`src/rtl/sound_frame_seq_if.sv`:
```
// Sound register bus and channel-timer control outputs of sound_frame_seq.
// The master side (CPU/register file) drives apu_en and the write bus; the
// slave side (frame sequencer) drives strobes, triggers and length reloads.
// div_tick is only present when SOUND_FS_EXT_TICK_EN is defined.
//
// Write bus semantics: reg_wr is a one-cycle strobe with no back-pressure.
// reg_addr/reg_din are sampled on the same rising edge as reg_wr=1, and the
// slave always accepts the write (there is no ready signal).
interface sound_frame_seq_if;
    logic       apu_en;
    logic       reg_wr;
    logic [7:0] reg_addr;
    logic [7:0] reg_din;
`ifdef SOUND_FS_EXT_TICK_EN
    logic       div_tick;
`endif
    logic       clk_len;
    logic       clk_sweep;
    logic       clk_env;
    logic [2:0] fs_step;
    logic [3:0] start;
    logic [3:0] single;
    logic [5:0] len1;
    logic [5:0] len2;
    logic [5:0] len4;
    logic [7:0] len3;

`ifdef SOUND_FS_EXT_TICK_EN
    modport master (
        output apu_en, reg_wr, reg_addr, reg_din, div_tick,
        input  clk_len, clk_sweep, clk_env, fs_step, start, single,
               len1, len2, len3, len4
    );
    modport slave (
        input  apu_en, reg_wr, reg_addr, reg_din, div_tick,
        output clk_len, clk_sweep, clk_env, fs_step, start, single,
               len1, len2, len3, len4
    );
`else
    modport master (
        output apu_en, reg_wr, reg_addr, reg_din,
        input  clk_len, clk_sweep, clk_env, fs_step, start, single,
               len1, len2, len3, len4
    );
    modport slave (
        input  apu_en, reg_wr, reg_addr, reg_din,
        output clk_len, clk_sweep, clk_env, fs_step, start, single,
               len1, len2, len3, len4
    );
`endif
endinterface

```
`src/rtl/sound_frame_seq.sv`:
```
// APU frame sequencer and NRx1/NRx4 decode.
// A 512 Hz frame tick advances an 8-step sequencer that emits the 256 Hz
// length, 128 Hz sweep and 64 Hz envelope strobes one cycle after the tick.
// Writes to NR11/21/31/41 produce length-counter reload values and writes to
// NR14/24/34/44 produce per-channel length-enable levels and trigger pulses.
// While apu_en is low every register is held at zero.
//
// Configuration macro SOUND_FS_EXT_TICK_EN: when defined the internal
// CLK_DIV divider is removed and frame ticks come from bus.div_tick.
// The sequencer step (fs_step) is the only piece of control state and is
// exported directly for observation.
module sound_frame_seq #(
    parameter int CLK_DIV = 8192
) (
    input logic              clk,
    input logic              rst,
    sound_frame_seq_if.slave bus
);

    localparam logic [7:0] ADDR_NR11 = 8'h11;
    localparam logic [7:0] ADDR_NR21 = 8'h16;
    localparam logic [7:0] ADDR_NR31 = 8'h1B;
    localparam logic [7:0] ADDR_NR41 = 8'h20;
    localparam logic [7:0] ADDR_NR14 = 8'h14;
    localparam logic [7:0] ADDR_NR24 = 8'h19;
    localparam logic [7:0] ADDR_NR34 = 8'h1E;
    localparam logic [7:0] ADDR_NR44 = 8'h23;

    logic       frame_tick;

    logic [2:0] step_q, step_d;
    logic       clk_len_q, clk_len_d;
    logic       clk_sweep_q, clk_sweep_d;
    logic       clk_env_q, clk_env_d;

    logic [3:0] start_q, start_d;
    logic [3:0] single_q, single_d;
    logic [5:0] len1_q, len1_d;
    logic [5:0] len2_q, len2_d;
    logic [5:0] len4_q, len4_d;
    logic [7:0] len3_q, len3_d;

`ifdef SOUND_FS_EXT_TICK_EN
    // External 512 Hz tick; only counts while the APU is powered.
    always_comb begin
        frame_tick = bus.apu_en & bus.div_tick;
    end
`else
    localparam int DIV_W = (CLK_DIV > 2) ? $clog2(CLK_DIV) : 1;
    localparam logic [DIV_W-1:0] DIV_LAST = DIV_W'(CLK_DIV - 1);

    logic [DIV_W-1:0] div_q, div_d;

    // Divider next state: count 0..CLK_DIV-1, tick on the wrap, clear when off.
    always_comb begin
        div_d      = div_q;
        frame_tick = 1'b0;
        if (!bus.apu_en) begin
            div_d = '0;
        end else if (div_q == DIV_LAST) begin
            div_d      = '0;
            frame_tick = 1'b1;
        end else begin
            div_d = div_q + DIV_W'(1);
        end
    end

    // Divider register.
    always_ff @(posedge clk) begin
        if (rst) begin
            div_q <= '0;
        end else begin
            div_q <= div_d;
        end
    end
`endif

    // Sequencer next state: on a tick, decode the current step into strobes
    // and advance. Strobes default low so each one lasts exactly one cycle.
    always_comb begin
        step_d      = step_q;
        clk_len_d   = 1'b0;
        clk_sweep_d = 1'b0;
        clk_env_d   = 1'b0;
        if (!bus.apu_en) begin
            step_d = 3'd0;
        end else if (frame_tick) begin
            clk_len_d   = ~step_q[0];
            clk_sweep_d = (step_q[1:0] == 2'd2);
            clk_env_d   = (step_q == 3'd7);
            step_d      = step_q + 3'd1;
        end
    end

    // Sequencer step and strobe registers.
    always_ff @(posedge clk) begin
        if (rst) begin
            step_q      <= 3'd0;
            clk_len_q   <= 1'b0;
            clk_sweep_q <= 1'b0;
            clk_env_q   <= 1'b0;
        end else begin
            step_q      <= step_d;
            clk_len_q   <= clk_len_d;
            clk_sweep_q <= clk_sweep_d;
            clk_env_q   <= clk_env_d;
        end
    end

    // Register decode: length reloads are stored as (max - written length)
    // because the channel counters count down to zero. Triggers are single
    // cycle pulses, so back-to-back writes give back-to-back pulses.
    always_comb begin
        start_d  = 4'b0000;
        single_d = single_q;
        len1_d   = len1_q;
        len2_d   = len2_q;
        len3_d   = len3_q;
        len4_d   = len4_q;
        if (!bus.apu_en) begin
            single_d = 4'b0000;
            len1_d   = 6'd0;
            len2_d   = 6'd0;
            len3_d   = 8'd0;
            len4_d   = 6'd0;
        end else if (bus.reg_wr) begin
            case (bus.reg_addr)
                ADDR_NR11: len1_d = 6'd63 - bus.reg_din[5:0];
                ADDR_NR21: len2_d = 6'd63 - bus.reg_din[5:0];
                ADDR_NR41: len4_d = 6'd63 - bus.reg_din[5:0];
                ADDR_NR31: len3_d = 8'd255 - bus.reg_din;
                ADDR_NR14: begin
                    single_d[0] = bus.reg_din[6];
                    start_d[0]  = bus.reg_din[7];
                end
                ADDR_NR24: begin
                    single_d[1] = bus.reg_din[6];
                    start_d[1]  = bus.reg_din[7];
                end
                ADDR_NR34: begin
                    single_d[2] = bus.reg_din[6];
                    start_d[2]  = bus.reg_din[7];
                end
                ADDR_NR44: begin
                    single_d[3] = bus.reg_din[6];
                    start_d[3]  = bus.reg_din[7];
                end
                default: ;
            endcase
        end
    end

    // Decoded register outputs; reset wins over a coincident write.
    always_ff @(posedge clk) begin
        if (rst) begin
            start_q  <= 4'b0000;
            single_q <= 4'b0000;
            len1_q   <= 6'd0;
            len2_q   <= 6'd0;
            len3_q   <= 8'd0;
            len4_q   <= 6'd0;
        end else begin
            start_q  <= start_d;
            single_q <= single_d;
            len1_q   <= len1_d;
            len2_q   <= len2_d;
            len3_q   <= len3_d;
            len4_q   <= len4_d;
        end
    end

    assign bus.clk_len   = clk_len_q;
    assign bus.clk_sweep = clk_sweep_q;
    assign bus.clk_env   = clk_env_q;
    assign bus.fs_step   = step_q;
    assign bus.start     = start_q;
    assign bus.single    = single_q;
    assign bus.len1      = len1_q;
    assign bus.len2      = len2_q;
    assign bus.len3      = len3_q;
    assign bus.len4      = len4_q;

endmodule
```
`src/flat_wrapper.sv`:
```
// flat-port wrapper written by rule: the top's interface ports become plain ports
module sound_frame_seq_flat 
#(
    parameter int CLK_DIV = 8192
)
  (clk, rst, bus_apu_en, bus_reg_wr, bus_reg_addr, bus_reg_din, bus_clk_len, bus_clk_sweep, bus_clk_env, bus_fs_step, bus_start, bus_single, bus_len1, bus_len2, bus_len3, bus_len4);
  sound_frame_seq_if bus_i ();
  input logic clk;
  input logic rst;
  input wire logic [$bits(bus_i.apu_en)-1:0] bus_apu_en;
  input wire logic [$bits(bus_i.reg_wr)-1:0] bus_reg_wr;
  input wire logic [$bits(bus_i.reg_addr)-1:0] bus_reg_addr;
  input wire logic [$bits(bus_i.reg_din)-1:0] bus_reg_din;
  output wire logic [$bits(bus_i.clk_len)-1:0] bus_clk_len;
  output wire logic [$bits(bus_i.clk_sweep)-1:0] bus_clk_sweep;
  output wire logic [$bits(bus_i.clk_env)-1:0] bus_clk_env;
  output wire logic [$bits(bus_i.fs_step)-1:0] bus_fs_step;
  output wire logic [$bits(bus_i.start)-1:0] bus_start;
  output wire logic [$bits(bus_i.single)-1:0] bus_single;
  output wire logic [$bits(bus_i.len1)-1:0] bus_len1;
  output wire logic [$bits(bus_i.len2)-1:0] bus_len2;
  output wire logic [$bits(bus_i.len3)-1:0] bus_len3;
  output wire logic [$bits(bus_i.len4)-1:0] bus_len4;
  assign bus_i.apu_en = bus_apu_en;
  assign bus_i.reg_wr = bus_reg_wr;
  assign bus_i.reg_addr = bus_reg_addr;
  assign bus_i.reg_din = bus_reg_din;
  assign bus_clk_len = bus_i.clk_len;
  assign bus_clk_sweep = bus_i.clk_sweep;
  assign bus_clk_env = bus_i.clk_env;
  assign bus_fs_step = bus_i.fs_step;
  assign bus_start = bus_i.start;
  assign bus_single = bus_i.single;
  assign bus_len1 = bus_i.len1;
  assign bus_len2 = bus_i.len2;
  assign bus_len3 = bus_i.len3;
  assign bus_len4 = bus_i.len4;
  sound_frame_seq #(.CLK_DIV(CLK_DIV)) u_core (.clk(clk), .rst(rst), .bus(bus_i));
endmodule
```
`config.mk`:
```
export PLATFORM = sky130hd
export DESIGN_NAME = sound_frame_seq_flat
export DESIGN_NICKNAME = d
export VERILOG_FILES = /design/src/rtl/sound_frame_seq_if.sv /design/src/rtl/sound_frame_seq.sv /design/src/flat_wrapper.sv
export SDC_FILE = /design/constraint.sdc
export NUM_CORES = 1
export LEC_CHECK = 0
export ABC_AREA = 1
export CAP_MARGIN = 15
export CELL_PAD_IN_SITES_DETAIL_PLACEMENT = 0
export CELL_PAD_IN_SITES_GLOBAL_PLACEMENT = 1
export CORE_MARGIN = 1
export CORE_UTILIZATION = 34
export DETAILED_ROUTE_END_ITERATION = 8
export GPL_ROUTABILITY_DRIVEN = 0
export PLACE_DENSITY_LB_ADDON = 0.05
export SLEW_MARGIN = 40
export SYNTH_ARGS = -nofsm -noshare
export SYNTH_HDL_FRONTEND = slang
export SYNTH_SLANG_ARGS = --single-unit
export TNS_END_PERCENT = 10
```
`constraint.sdc`:
```
create_clock -name clk -period 1.7 [get_ports clk]
set_input_delay 0.425 -clock clk [delete_from_list [all_inputs] [get_ports clk]]
set_output_delay 0.425 -clock clk [all_outputs]
set_load 0.1 [all_outputs]
```
==> reports/metrics.csv <==
metric,value,unit
antenna_found_initial,0,
io_pins,60,
cts_root_buf,clkbuf_8,
dieHeight,84.13,µm
grt_use_met3,4.326,%
pre_cts_ws,-169.2,ps
synth_fp_nets,352,
numPortBuffers,59,
run_status,finished with violations,
cts_post_setup_buffers_inserted,0,
timing.rr.start,u_core.div_q[0]$_SDFF_PP0_,
setup_ws,185.1,ps
setup_viol,0,
path_cells,ha_1 -> nand3_1 -> nor2_1 -> nand2_2 -> nand2_2 -> nand2_1 -> nand2_1 -> inv_1,
crit_cells,8,
h-tree-depth,2,
total_power,2.230,mW
fp.dieW,84.13,µm
n_antenna_cell,0,
cts_hold_buf,0,
cts.sinks,53,
ys_types,25,
route.detailed.drc,6,
irDropWorstVdd,0.4758,mV
cp_max_fo,12,
row_count,29,
grt_util_met1,22.08,%
holdPathStages,1,
design.die.area,7078,µm²
clk_latency,300,ps
crit_family,simple AND/OR/NAND/NOR gates,
fin_crit_sh,89.11,%
clk_path_buf_depth,2,
gr-usage-met2,23.99,%
crit_start,u_core.div_q[0]$_SDFF_PP0_,
mostFrequentLayoutCells,"91 x nor2_1, 71 x nand2_1, 51 x dfxtp_1, 50 x inv_1, 40 x buf_12",
clock_skew,2.951,ps
hpwl,4143,µm
hold_class,reg2reg,
critPathSlowestCell,dfxtp_1,
slew_viol_final,0,
cp-start-kind,register,
syn_inst,328,
max_slew_margin,82.39,%
grt_max_degree,16,
worstPathRequired,1910,ps
syn_area_per_cell,6.992,µm²
yosys_register_bits,53,
nets,429,
track_usage,15.97,%
r2r_cells,8,
numCtsBuffers,5,
vias,2075,
drive_gt1_share,19.26,%
maxCapViolCount,0,
rsz0062_at_grt,no,
multiInputGateArea,978.4,µm²
drtPass1Iterations,6,
cts_tree,built,
regArea,1064,µm²
grt_pass1_vias,1937,
clkTransAtPathRegs,90,ps
max_slew.worst_pin.slew,263.1,ps
wl_per_cell,10.80,µm
violations,design-rule violations,
hp-start,u_core.div_q[0]$_SDFF_PP0_,
worstSetupPathType,reg2reg,
powerDensity,626.9,nW/µm²
crit_path_end_kind,register,
slowest_delay,360,ps
finalWirelength,5204,µm
hold_viol_final,0,
grt_pass1_wl,8956,µm
gr-total-overflow,0,
final_common_cell,nor2_1,
finish.instance_area,3557,µm²
area_growth,55.10,%
power_leakage,1.572,nW
synth_area,2293,µm²
hold_ws,446.5,ps
core,6422,µm²
fin_crit,1515,ps
vias_per_cell,4.305,
worst-endpoint-arrival,1730,ps
busiest_layer,met2,
crit_buf_inv,1,
fmax,0.6601,GHz
nFillCells,613,
yosys_warnings,0,
start_util,35.71,%
place_area,3448,µm²
ys_seq_area_share,46.26,%
final_antenna_net_count,0,
drt-initial-drc-count,57,
post_cts_resized,0,
[synthesized netlist by cell type]
cell type | number | area (µm²)
o221a_2 | 1 | 11.26
dfxtp_1 | 53 | 1061
nand3_1 | 10 | 50.05
nor2_1 | 91 | 341.6
or2_1 | 2 | 12.51
nand3b_1 | 2 | 15.01
nor3_1 | 2 | 10.01
ha_1 | 4 | 50.05
nand2_2 | 3 | 18.77
xnor2_1 | 2 | 17.52
clkbuf_8 | 1 | 13.76
a21oi_1 | 4 | 20.02
inv_2 | 1 | 3.750
clkbuf_1 | 1 | 3.750
nand4_1 | 3 | 18.77
clkinv_2 | 1 | 5.000
xor2_1 | 2 | 17.52
nor2_2 | 1 | 6.260
nand2_1 | 71 | 266.5
o21ai_0 | 15 | 75.07
inv_1 | 50 | 187.7
nand3_2 | 1 | 10.01
nor3_2 | 1 | 10.01
nor2_4 | 2 | 22.52
buf_6 | 4 | 45.04
[report_power, final]
group	leakage (nW)	internal (mW)	switching, mW
sequential	0.428	1.24	0.00208
combinational	1.09	0.0747	0.0752
clock	0.0540	0.429	0.406
total	1.57	1.75	0.483
[metrics by stage]
stage,util [%],setup TNS (ps),std cells
floorplan,-,0,328
global placement,53.69,-1643,475
detailed placement,53.69,-2086,475
CTS,55.31,0,482
global route,55.39,0,482
finish,55.39,0,482
[cells by family after synthesis]
kind of cell               after synthesis  synth area share [%]
and+or+nand+nor                        189                 34.10
buffers and inverters                   58                 11.29
DFF                                     53                 46.26
AOI/OAI and AO/OA                       20                 4.637
xor gates and xnor gates                 4                 1.528
adders and majority gates                4                 2.182
[cell type report]
class / instances / area share [%]
Timing Repair Buffer: 76 / 31.45
Sequential cell: 53 / 29.90
Multi-Input combinational cell: 217 / 27.51
Inverter: 52 / 5.522
Tap cell: 77 / 2.708
Clock buffer: 5 / 1.935
Clock inverter: 2 / 0.9849
[worst reg2reg max path: cells and delay by family (launching register included)]
kind / cells / cell delay (ps)
adder cells (fa/ha/maj): 1 / 190
AND/OR/NAND/NOR: 6 / 840
buffers and inverters: 1 / 30
flip-flops: 1 / 360
[path summary, 6_finish.rpt]
kind | to | slack [ps]
setup / recovery | u_core.bus.fs_step[1]$_SDFFE_PP0P_ | 190
hold / removal | u_core.div_q[0]$_SDFF_PP0_ | 450
setup reg to reg | u_core.bus.fs_step[1]$_SDFFE_PP0P_ | 190
hold reg to reg | u_core.div_q[0]$_SDFF_PP0_ | 450
[state kept, by name (all words and copies together) (netlist names)]
register,flops
u_core.bus.fs_step,3
u_core.bus.len3,8
u_core.bus.clk_sweep,1
u_core.bus.len4,6
u_core.bus.clk_env,1
u_core.bus.len2,6
u_core.bus.single,4
u_core.bus.clk_len,1
u_core.bus.start,4
u_core.bus.len1,6
u_core.div_q,13
[per-layer routing]
metal	share of wire [%]	wire, µm	up-vias
li1	-	-	1130
met1	51	2652	893
met2	42	2199	45
met3	5.3	278	7
met4	1.4	75	0
met5	0	0	-
(Power assumes the default switching activity.)
